$ cat config.mk
export PLATFORM = sky130hd
export DESIGN_NAME = display_scan_ctrl
export DESIGN_NICKNAME = d
export VERILOG_FILES = /design/src/rtl/timer_pkg.sv /design/src/rtl/display_scan_ctrl_bin2seg2.sv /design/src/rtl/display_scan_ctrl.sv
export SDC_FILE = /design/constraint.sdc
export NUM_CORES = 1
export LEC_CHECK = 0
export ABC_AREA = 0
export CORE_AREA = 2 2 130 132
export CTS_CLUSTER_DIAMETER = 40
export DETAILED_ROUTE_END_ITERATION = 12
export DIE_AREA = 0 0 132 134
export GPL_TIMING_DRIVEN = 0
export PLACE_DENSITY = 0.73
export SETUP_SLACK_MARGIN = 0.4
export SKIP_LAST_GASP = 1
export SLEW_MARGIN = 20
export SYNTH_ARGS = -nofsm -noshare
export SYNTH_HDL_FRONTEND = slang
export SYNTH_SLANG_ARGS = --single-unit
$ cat constraint.sdc
create_clock -name clk -period 20.9 [get_ports clk]
set_input_delay 5.225 -clock clk [delete_from_list [all_inputs] [get_ports clk]]
set_output_delay 5.225 -clock clk [all_outputs]
set_load 0.05 [all_outputs]
$ cat src/rtl/timer_pkg.sv
// Shared definitions for the timer board display path.
// Contents: 7-segment codes, the DP bit mask, digit-enable patterns, the scan
// state type and small lookup helpers.
// Segment codes are active-low (common-anode drive): bit i = 0 lights segment
// i (a..g in bits 0..6), and bit 7 = 0 lights the decimal point.
package timer_pkg;

  localparam logic [7:0] SEG_0     = 8'hC0;
  localparam logic [7:0] SEG_1     = 8'hF9;
  localparam logic [7:0] SEG_2     = 8'hA4;
  localparam logic [7:0] SEG_3     = 8'hB0;
  localparam logic [7:0] SEG_4     = 8'h99;
  localparam logic [7:0] SEG_5     = 8'h92;
  localparam logic [7:0] SEG_6     = 8'h82;
  localparam logic [7:0] SEG_7     = 8'hF8;
  localparam logic [7:0] SEG_8     = 8'h80;
  localparam logic [7:0] SEG_9     = 8'h90;
  localparam logic [7:0] SEG_BLANK = 8'hFF;
  localparam logic [7:0] SEG_DASH  = 8'hBF;
  // Clearing this bit in a code lights the decimal point.
  localparam logic [7:0] SEG_DP    = 8'h80;

  localparam logic [5:0] DIGIT_OFF     = 6'b111111;
  localparam logic [5:0] DIGIT_BLOCK_1 = 6'b111110;
  localparam logic [5:0] DIGIT_BLOCK_2 = 6'b111101;
  localparam logic [5:0] DIGIT_BLOCK_3 = 6'b111011;
  localparam logic [5:0] DIGIT_BLOCK_4 = 6'b110111;
  localparam logic [5:0] DIGIT_BLOCK_5 = 6'b101111;
  localparam logic [5:0] DIGIT_BLOCK_6 = 6'b011111;

  typedef enum logic {
    BLANK = 1'b0,
    DRIVE = 1'b1
  } scan_state_t;

  // Decimal value 0..9 to segment code; anything else shows a dash.
  function automatic logic [7:0] seg_of_dec(input logic [5:0] dec);
    case (dec)
      6'd0:    return SEG_0;
      6'd1:    return SEG_1;
      6'd2:    return SEG_2;
      6'd3:    return SEG_3;
      6'd4:    return SEG_4;
      6'd5:    return SEG_5;
      6'd6:    return SEG_6;
      6'd7:    return SEG_7;
      6'd8:    return SEG_8;
      6'd9:    return SEG_9;
      default: return SEG_DASH;
    endcase
  endfunction

  // Digit index 0..5 to its active-low enable pattern.
  function automatic logic [5:0] digit_block_of(input logic [2:0] idx);
    case (idx)
      3'd0:    return DIGIT_BLOCK_1;
      3'd1:    return DIGIT_BLOCK_2;
      3'd2:    return DIGIT_BLOCK_3;
      3'd3:    return DIGIT_BLOCK_4;
      3'd4:    return DIGIT_BLOCK_5;
      3'd5:    return DIGIT_BLOCK_6;
      default: return DIGIT_OFF;
    endcase
  endfunction

endpackage

$ cat src/rtl/display_scan_ctrl_bin2seg2.sv
// bin2seg2: converts a 6-bit binary field into two segment codes.
// Ports:
//   value  in  6  binary field value
//   tens   out 8  segment code of the tens digit
//   units  out 8  segment code of the units digit
// A value above LIMIT shows SEG_DASH on both digits. Purely combinational;
// the caller registers the result.
module bin2seg2
  import timer_pkg::*;
#(
  parameter int unsigned LIMIT = 59
) (
  input  logic [5:0] value,
  output logic [7:0] tens,
  output logic [7:0] units
);

  localparam logic [5:0] LIMIT_V = 6'(LIMIT);

  logic [5:0] rem_s;
  logic [5:0] tens_bin_s;

  // Split into tens/units by repeated subtraction (max 6 tens for 63).
  always_comb begin
    rem_s      = value;
    tens_bin_s = 6'd0;
    for (int i = 0; i < 6; i++) begin
      if (rem_s >= 6'd10) begin
        rem_s      = rem_s - 6'd10;
        tens_bin_s = tens_bin_s + 6'd1;
      end else begin
        tens_bin_s = tens_bin_s;
      end
    end
    if (value > LIMIT_V) begin
      tens  = SEG_DASH;
      units = SEG_DASH;
    end else begin
      tens  = seg_of_dec(tens_bin_s);
      units = seg_of_dec(rem_s);
    end
  end

endmodule

$ cat src/rtl/display_scan_ctrl.sv
// display_scan_ctrl: scan scheduler for the 6-digit multiplexed 7-segment
// display. Snapshots hh:mm:ss at frame boundaries via load/load_ack and
// time-shares the segment bus with a blank slot before each digit.
// Ports:
//   clk          in   1  system clock
//   rst          in   1  asynchronous active-low reset
//   hours        in   5  binary 0..23
//   minutes      in   6  binary 0..59
//   seconds      in   6  binary 0..59
//   load         in   1  snapshot request, held until load_ack
//   load_ack     out  1  one-cycle pulse, snapshot registers updated this cycle
//   blink_mask   in   6  per-digit blink enable
//   dp_mask      in   6  per-digit decimal point
//   digit_block  out  6  active-low one-hot digit enable, bit0 = seconds units
//   number       out  8  segment code, bit7 = DP (active-low)
//   frame_start  out  1  pulse on the first BLANK cycle of digit 0
// Timing: load is sampled on the clock edge that wraps digit 5 -> digit 0;
// load_ack, frame_start and the new snapshot all appear in the cycle after
// that edge, which is the first BLANK cycle of the new frame.
module display_scan_ctrl
  import timer_pkg::*;
#(
  parameter int unsigned DIGIT_TICKS  = 50000,
  parameter int unsigned BLANK_TICKS  = 500,
  parameter int unsigned BLINK_FRAMES = 64
) (
  input  logic       clk,
  input  logic       rst,
  input  logic [4:0] hours,
  input  logic [5:0] minutes,
  input  logic [5:0] seconds,
  input  logic       load,
  output logic       load_ack,
  input  logic [5:0] blink_mask,
  input  logic [5:0] dp_mask,
  output logic [5:0] digit_block,
  output logic [7:0] number,
  output logic       frame_start
);

  localparam int unsigned SLOT_MAX = (DIGIT_TICKS > BLANK_TICKS) ? DIGIT_TICKS : BLANK_TICKS;
  localparam int unsigned SLOT_W   = $clog2(SLOT_MAX + 1);
  localparam int unsigned FRAME_W  = $clog2(BLINK_FRAMES + 1);

  localparam logic [SLOT_W-1:0]  BLANK_LAST = SLOT_W'(BLANK_TICKS - 1);
  localparam logic [SLOT_W-1:0]  DRIVE_LAST = SLOT_W'(DIGIT_TICKS - 1);
  localparam logic [SLOT_W-1:0]  SLOT_ONE   = SLOT_W'(1);
  localparam logic [FRAME_W-1:0] FRAME_LAST = FRAME_W'(BLINK_FRAMES - 1);
  localparam logic [FRAME_W-1:0] FRAME_ONE  = FRAME_W'(1);

  scan_state_t        state_r, state_s;
  logic [2:0]         digit_idx_r, digit_idx_s;
  logic [SLOT_W-1:0]  slot_cnt_r, slot_cnt_s;
  logic [FRAME_W-1:0] frame_cnt_r, frame_cnt_s;
  logic               blink_phase_r, blink_phase_s;
  logic               wrap_s, drive_entry_s;

  logic [4:0] hours_r;
  logic [5:0] minutes_r, seconds_r;

  logic [7:0] sec_units_s, sec_tens_s, min_units_s, min_tens_s, hr_units_s, hr_tens_s;
  logic [7:0] code_s;
  logic       blink_bit_s, dp_bit_s;

  logic [5:0] digit_block_r, digit_block_s;
  logic [7:0] number_r, number_s;
  logic       load_ack_r, frame_start_r;

  bin2seg2 #(.LIMIT(32'd59)) u_sec (.value(seconds_r),        .tens(sec_tens_s), .units(sec_units_s));
  bin2seg2 #(.LIMIT(32'd59)) u_min (.value(minutes_r),        .tens(min_tens_s), .units(min_units_s));
  bin2seg2 #(.LIMIT(32'd23)) u_hr  (.value({1'b0, hours_r}),  .tens(hr_tens_s),  .units(hr_units_s));

  // Slot sequencer: BLANK -> DRIVE -> BLANK of next digit; wrap 5->0 is the frame boundary.
  always_comb begin
    state_s       = state_r;
    digit_idx_s   = digit_idx_r;
    slot_cnt_s    = slot_cnt_r + SLOT_ONE;
    wrap_s        = 1'b0;
    drive_entry_s = 1'b0;
    case (state_r)
      BLANK: begin
        if (slot_cnt_r == BLANK_LAST) begin
          state_s       = DRIVE;
          slot_cnt_s    = '0;
          drive_entry_s = 1'b1;
        end else begin
          state_s = BLANK;
        end
      end
      DRIVE: begin
        if (slot_cnt_r == DRIVE_LAST) begin
          state_s    = BLANK;
          slot_cnt_s = '0;
          if (digit_idx_r == 3'd5) begin
            digit_idx_s = 3'd0;
            wrap_s      = 1'b1;
          end else begin
            digit_idx_s = digit_idx_r + 3'd1;
          end
        end else begin
          state_s = DRIVE;
        end
      end
      default: begin
        state_s     = BLANK;
        slot_cnt_s  = '0;
        digit_idx_s = 3'd0;
      end
    endcase
  end

  // Blink frame counter: phase toggles every BLINK_FRAMES frame boundaries.
  always_comb begin
    frame_cnt_s   = frame_cnt_r;
    blink_phase_s = blink_phase_r;
    if (wrap_s) begin
      if (frame_cnt_r == FRAME_LAST) begin
        frame_cnt_s   = '0;
        blink_phase_s = ~blink_phase_r;
      end else begin
        frame_cnt_s = frame_cnt_r + FRAME_ONE;
      end
    end else begin
      frame_cnt_s = frame_cnt_r;
    end
  end

  // Select the code and mask bits for the digit about to be driven.
  always_comb begin
    code_s      = SEG_BLANK;
    blink_bit_s = 1'b0;
    dp_bit_s    = 1'b0;
    case (digit_idx_r)
      3'd0: begin code_s = sec_units_s; blink_bit_s = blink_mask[0]; dp_bit_s = dp_mask[0]; end
      3'd1: begin code_s = sec_tens_s;  blink_bit_s = blink_mask[1]; dp_bit_s = dp_mask[1]; end
      3'd2: begin code_s = min_units_s; blink_bit_s = blink_mask[2]; dp_bit_s = dp_mask[2]; end
      3'd3: begin code_s = min_tens_s;  blink_bit_s = blink_mask[3]; dp_bit_s = dp_mask[3]; end
      3'd4: begin code_s = hr_units_s;  blink_bit_s = blink_mask[4]; dp_bit_s = dp_mask[4]; end
      3'd5: begin code_s = hr_tens_s;   blink_bit_s = blink_mask[5]; dp_bit_s = dp_mask[5]; end
      default: begin code_s = SEG_BLANK; blink_bit_s = 1'b0; dp_bit_s = 1'b0; end
    endcase
  end

  // Output pattern: loaded on DRIVE entry and held for the slot, dark in BLANK.
  always_comb begin
    digit_block_s = digit_block_r;
    number_s      = number_r;
    if (state_s == BLANK) begin
      digit_block_s = DIGIT_OFF;
      number_s      = SEG_BLANK;
    end else if (drive_entry_s) begin
      if (blink_phase_r && blink_bit_s) begin
        digit_block_s = DIGIT_OFF;
        number_s      = SEG_BLANK;
      end else begin
        digit_block_s = digit_block_of(digit_idx_r);
        number_s      = dp_bit_s ? (code_s & ~SEG_DP) : code_s;
      end
    end else begin
      digit_block_s = digit_block_r;
      number_s      = number_r;
    end
  end

  // State, counters, snapshot and output registers.
  always_ff @(posedge clk or negedge rst) begin
    if (!rst) begin
      state_r       <= BLANK;
      digit_idx_r   <= 3'd0;
      slot_cnt_r    <= '0;
      frame_cnt_r   <= '0;
      blink_phase_r <= 1'b0;
      hours_r       <= 5'd0;
      minutes_r     <= 6'd0;
      seconds_r     <= 6'd0;
      digit_block_r <= DIGIT_OFF;
      number_r      <= SEG_BLANK;
      load_ack_r    <= 1'b0;
      frame_start_r <= 1'b0;
    end else begin
      state_r       <= state_s;
      digit_idx_r   <= digit_idx_s;
      slot_cnt_r    <= slot_cnt_s;
      frame_cnt_r   <= frame_cnt_s;
      blink_phase_r <= blink_phase_s;
      digit_block_r <= digit_block_s;
      number_r      <= number_s;
      load_ack_r    <= wrap_s & load;
      frame_start_r <= wrap_s;
      if (wrap_s && load) begin
        hours_r   <= hours;
        minutes_r <= minutes;
        seconds_r <= seconds;
      end
    end
  end

  assign digit_block = digit_block_r;
  assign number      = number_r;
  assign load_ack    = load_ack_r;
  assign frame_start = frame_start_r;

endmodule
-- After elaboration in Yosys (flattened, before gate mapping)
Memory sizes are Yosys's and may differ from the RTL's.
Index checks and enable logic that the tools add are counted.
- $add $sub $neg: 36
- multipliers: 0
- divide/modulo/power cells: 0
- magnitude comparators: 21
- equality and inequality tests: 9
- shift operators: 0
- multiplexer cells: 71
- bitwise gates (word level): 3
- reduce and logical (&&, ||, !) cells: 11
- operator list (cell ; number):
    $mux 6 ; 36
    $mux 8 ; 16
    $ge 6x4->1 const B ; 17
    $sub 6x4->6 const B ; 17
    $add 6x1->6 const B ; 12
    $pmux 8 s6 ; 1
    $pmux 6 s6 ; 1
    $mux 16 ; 2
    $pmux 16 s2 ; 1
    $add 16x1->16 const B ; 1
    $eq 16x16->1 const B ; 1
    $eq 16x9->1 const B ; 1
    $gt 6x6->1 const B ; 2
    $logic_not 2->1 ; 6
    $pmux 1 s6 ; 2
    $mux 1 ; 9
    $add 7x1->7 const B ; 1
    $eq 7x6->1 const B ; 1
    $mux 7 ; 1
    $add 1x1->2 const B ; 3
    $eq 3x2->1 const B ; 2
    $eq 3x3->1 const B ; 2
    $sub 5x4->6 const B ; 1
    $ge 5x4->1 const B ; 1
    11 further kinds ; 14
- bits in registers: 61
- bits in latches: 0
- RAM bits: 0
- ROM bits: 672
- output and inout bits: 16
- logic and storage cells: 169
- memories: 6
- memories (memory ; words ; bits a word ; read ports ; clocked after Yosys merged registers in ; wr ports ; RTL line ; text):
    (name not given) ; 16 ; 7 ; 1 ; 0 ; 0 ; timer_pkg.sv:38 ; case (dec)
    (name not given) ; 16 ; 7 ; 1 ; 0 ; 0 ; timer_pkg.sv:38 ;
    (name not given) ; 16 ; 7 ; 1 ; 0 ; 0 ; timer_pkg.sv:38 ;
    (name not given) ; 16 ; 7 ; 1 ; 0 ; 0 ; timer_pkg.sv:38 ;
    (name not given) ; 16 ; 7 ; 1 ; 0 ; 0 ; timer_pkg.sv:38 ;
    (name not given) ; 16 ; 7 ; 1 ; 0 ; 0 ; timer_pkg.sv:38 ;

-- Depth between registers and ports, before layout
- depth in word-level cells: 20
- gate-level depth with buffers: 48
- gate-level depth less buffers: 45

-- Cells and area by module
Synthesis repeated with hierarchy kept, for this count alone.
- cells, all modules: 958
- area total of the unflattened synthesis: 7966.4 sq um
- modules (own cells, without submodules) (module ; instances ; cells an instance ; area an instance (sq um)):
    bin2seg2 (u_min ...) ; 2 ; 244 ; 1704.1
    display_scan_ctrl ; 1 ; 278 ; 3143.0
    bin2seg2 (u_hr) ; 1 ; 192 ; 1415.1

-- Worst setup path after synthesis
No wires, ideal clock.
- path type: reg-to-reg
- start point: register seconds_r[1]
- end point: register number_r[5] (netlist: number[5])
- setup time: 80 ps
- data arrival time: 8435 ps
- data required time: 20820 ps
- slack: 12385 ps
- cell stages (with the launch flop): 47
- path buffers: 3
- period minus slack after synthesis: 8515 ps
- path through: dfrtp_1 -> buf_2 -> o21a_1 -> nand2b_1 -> a21oi_1 -> inv_1 -> ha_1 -> nor2b_1 -> a21oi_2 -> o22ai_4 -> inv_2 -> mux2i_1 -> ha_1 -> nand2_1 -> a211oi_1 -> nor3_1 -> nand2_1 -> o21ai_0 -> (+11 left out) -> o31ai_2 -> mux2_2 -> inv_1 -> ha_1 -> nor2b_1 -> nor2_1 -> o21ai_0 -> and4b_4 -> nor2_4 -> buf_4 -> xnor2_1 -> inv_1 -> ha_1 -> o32a_1 -> o21ai_1 -> o311ai_1 -> a2111o_1 -> o22a_1
- cells in the longest elaborated chain, start to end: 20
- elaborated cells between the ends (all ways): 43
- ends and longest elaborated chain (what ; RTL line ; text):
    from (decl) ; display_scan_ctrl.sv:59 ; logic [5:0] minutes_r, seconds_r;
    from (signal assigned) ; display_scan_ctrl.sv:193 ; seconds_r <= seconds;
    $sub 6x4->6 / $ge 6x4->1 (equally long branches) ; display_scan_ctrl_bin2seg2.sv:29, display_scan_ctrl_bin2seg2.sv:28 ;
    $mux 6 / $mux 1 (equally long branches) ; display_scan_ctrl_bin2seg2.sv:28 ; if (rem_s >= 6'd10) begin
    $sub 6x4->6, or another cell as far along ; display_scan_ctrl_bin2seg2.sv:29 ; rem_s = rem_s - 6'd10;
    $mux 6 ; display_scan_ctrl_bin2seg2.sv:28 ;
    $sub 6x4->6, or another cell as far along ; display_scan_ctrl_bin2seg2.sv:29 ;
    $mux 6 ; display_scan_ctrl_bin2seg2.sv:28 ;
    $sub 6x4->6, or another cell as far along ; display_scan_ctrl_bin2seg2.sv:29 ;
    $mux 6 ; display_scan_ctrl_bin2seg2.sv:28 ;
    (+4 left out) ; -- ;
    $mem_v2 16x7 / $logic_not 2->1 (equally long branches) ; -- ;
    $mux 8 ; timer_pkg.sv:38 ;
    $mux 8 ; display_scan_ctrl_bin2seg2.sv:35 ; if (value > LIMIT_V) begin
    $pmux 8 s6 (*) ; display_scan_ctrl.sv:133 ; case (digit_idx_r)
    $mux 8 (*) ; display_scan_ctrl.sv:157 ; number_s = dp_bit_s ? (code_s & ~SEG_DP) : code_s;
    $mux 8 (*) ; display_scan_ctrl.sv:152 ; if (blink_phase_r && blink_bit_s) begin
    $mux 8 (*) ; display_scan_ctrl.sv:151 ; end else if (drive_entry_s) begin
    $mux 8 (*) ; display_scan_ctrl.sv:148 ; if (state_s == BLANK) begin
    to (signal assigned) ; display_scan_ctrl.sv:187 ; number_r <= number_s;
    to (decl) ; display_scan_ctrl.sv:66 ; logic [7:0] number_r, number_s;
Mark *: on every way between the ends. The rest lies on a longest branch, timed or not. The select of a mux whose other input is x is not followed.
A chain may end at the register's enable or synchronous reset.

-- Final worst setup path
Ends and elaborated chain as after synthesis.

==> flow_metrics.env <==
export IMPL_status="finished clean"
export IMPL_rows=47
export IMPL_holdWs_ns=0.476
export IMPL_postCtsSetupBuffers=0
export IMPL_finClkSkew_ns=0.00719
export IMPL_die_y_um=134
export IMPL_grt_max_degree=56
export IMPL_netlist_area_um2=8810
export IMPL_slowest_delay_ns=0.59
export IMPL_yosysSeqAreaShare_pct=17.5
export IMPL_routed_wirelength_um=23300
export IMPL_yosysTopAreaCellShare_pct=13.4
export IMPL_yosys_warnings=0
export IMPL_grt_ovfl_total=0
export IMPL_synth_edf_count=0
export IMPL_die_area_um2=17700
export IMPL_worstHoldStart="frame_cnt_r[4]"
export IMPL_setup_ws_ns=10.98
export IMPL_period_needed_ns=9.92
export IMPL_multiInputGateArea_um2=6830
export IMPL_port_buffers=47
export IMPL_critical_path_arrival_ns=10.20
export IMPL_dp_hpwl_um=18000
export IMPL_finalCritPeriodShare_pct=47.5
export IMPL_drt_iter0_markers=666
export IMPL_ys_flop_type="dfrtp_1"
export IMPL_final_max_slew_viol_count=0
export IMPL_min_path_type="flop to flop"
export IMPL_io_pins=48
export IMPL_num_antenna_cells=0
export IMPL_power_density_nw_per_um2=29.6
export IMPL_vias_per_cell=6.31
export IMPL_crit_type="flop to flop"
export IMPL_rrSetupSlack_ns=10.98
export IMPL_drive_gt1_share_pct=11.2
export IMPL_crit_path_start_kind="flop"
export IMPL_synth_nets=1239
export IMPL_cp_slowest_cell="o31ai_2"
export IMPL_p_leak_nw=4.17
export IMPL_clock_latency_ns=0.34
export IMPL_grt_pass1_wl_um=39400
export IMPL_worst_pin_slew_ns=1.08
export IMPL_core_area_um2=16300
export IMPL_yosysMostFrequentCell="nand2_1"
export IMPL_post_cts_resize_count=0
export IMPL_hold_path_end="frame_cnt_r[4]"
export IMPL_avgSynthCellArea_um2=7.60
export IMPL_area_growth_pct=12.5
export IMPL_synth_top_area_cell="dfrtp_1"
export IMPL_path_max_fanout=10
export IMPL_detail_route_wl_per_cell_um=16.1
export IMPL_pre_cts_ws_ns=11.02
export IMPL_async_flop_share_pct=100
export IMPL_cts_tree="built"
export IMPL_worst_path_buf_inv=9
export IMPL_cts_hold_fix_buffers=0
export IMPL_rr_startpoint="seconds_r[1]"
export IMPL_drc_errors=0
export IMPL_dr_pass1_iters=6
export IMPL_rr_endpoint="number[5]"
export IMPL_synthTopCellsByCount="nand2_1, nor2_1, a21oi_1"
export IMPL_synth_seq_cells=61
export IMPL_fin_area_um2=9900
export IMPL_setup_tns_ns=0
export IMPL_antenna_found_initial=0
export IMPL_start_util_pct=54.1
export IMPL_grtUsageTotal_pct=26.4
export IMPL_htree_levels=3
export IMPL_path_delay_family="compound AO/OA/AOI/OAI gates"
export IMPL_grt_pass1_vias=8283
export IMPL_cts_root_buffer="clkbuf_16"
export IMPL_hold_depth=1
export IMPL_postLayoutCoreUtil_pct=60.8
export IMPL_rsz0062_at_grt="no"
export IMPL_yosysUniqueCellTypes=112
export IMPL_cts_sinks=61
export IMPL_end_kind="flop"
export IMPL_synth_area_top_cells="dfrtp_1, ha_1, nand2_1, dfstp_2, xnor2_1"
export IMPL_n_fill_cell=1543
export IMPL_clock_path_buffers=2
export IMPL_crit_top_cell="ha_1"
export IMPL_globalplace_congestion=0.940
export IMPL_fmax_ghz=0.101
export IMPL_die_x_um=132
export IMPL_ant_nets=0
export IMPL_peakVddDrop_uv=34.3
export IMPL_fin_nets=1298
export IMPL_slew_headroom_pct=27.2
export IMPL_cts_made_buffers=9
export IMPL_place_area_um2=9580
export IMPL_num_vias=9104
export IMPL_clk_pin_slew_ns=0.06
export IMPL_cp_required_ns=21.17
export IMPL_maxCapViolCount=0
export IMPL_finalHoldViolations=0
export IMPL_finalSetupViolations=0
export IMPL_synth_cells=1159
export IMPL_layout_area_seq_um2=1540
export IMPL_reg2regPathDepth=47
[state kept, by name (all words and copies together) (netlist names), 3 cells and up]
signal       flops
minutes_r        6
number           8
digit_block      6
hours_r          5
seconds_r        6
frame_cnt_r      7
slot_cnt_r      16
digit_idx_r      3
[metal layers]
layer | up-vias | GRT usage [%] | part of all wire, %
met2 | 296 | 42.7 | 45
met5 | - | 0 | 0
met3 | 36 | 3.97 | 5.6
met4 | 0 | 8.21 | 1.9
met1 | 4261 | 36.2 | 47
li1 | 4511 | - | -
[per-stage QoR]
stage               instances  total power (W)
floorplan                1159         0.000121
global placement         1426         0.000129
detailed placement       1427         0.000130
CTS                      1443         0.000296
global route             1443         0.000302
finish                   1443         0.000293
[power breakdown]
part	total, W	internal, W	switching [W]
registers	0.000118	0.000118	0
logic	0.00000936	0.00000574	0.00000362
clock network	0.000166	0.000108	0.0000577
total	0.000293	0.000232	0.0000613
[worst max path at each step]
stage                       from         to  slack (ns)  depth (start not counted)
floorplan           seconds_r[1]  number[5]       12.39                         46
global placement      hours_r[1]  number[5]       11.09                         46
detailed placement    hours_r[1]  number[5]       11.02                         46
CTS                   hours_r[1]  number[5]       10.99                         47
global route          hours_r[1]  number[5]        9.71                         47
finish              seconds_r[1]  number[5]       10.98                         47
[cells by family (layout without fill, tap and decap cells)]
family	Yosys count	count (layout)	share of synthesized area (%)
mux	48	48	5.87
fa+ha+maj	49	49	6.93
xor+xnor	62	62	6.17
buf+inv	102	166	4.87
flops	61	61	17.5
compound gates	389	389	32.1
simple gates	448	448	26.5
[cells in the final DEF (no fill, tap or decap), types with 9 or more instances in the layout]
master,netlist,routed
o21ai_1,13,13
ha_1,48,48
and2_1,17,17
o21ai_0,68,68
mux2i_1,24,24
nand4_1,17,17
o221ai_1,9,9
and3_1,14,14
xnor2_1,42,42
a21oi_1,72,72
clkbuf_1,22,23
or2_2,9,9
clkbuf_16,0,9
nor2_1,84,84
a31oi_1,16,16
o21a_1,15,15
nand3_1,45,45
dfrtp_1,47,47
a211oi_1,14,14
or3_1,14,14
buf_2,16,16
nor3_1,40,40
a22oi_1,11,11
o211ai_1,18,18
a21o_1,13,13
dfstp_2,14,14
inv_1,55,55
mux2_2,22,22
nand2_1,116,116
clkdlybuf4s50_1,0,46
nor2b_1,22,22
xor2_1,20,20
nand2b_1,18,18
o31ai_1,10,10
[layout make-up]
class / count / area share (%)
timing repair buffer: 48 / 5.00
buffer: 44 / 2.14
multi-input combinational: 996 / 69.0
tap: 220 / 2.78
clock inverter: 5 / 0.846
sequential: 61 / 15.6
clock buffer: 11 / 2.45
inverter: 58 / 2.20
Power figures use the tool's default switching activity.
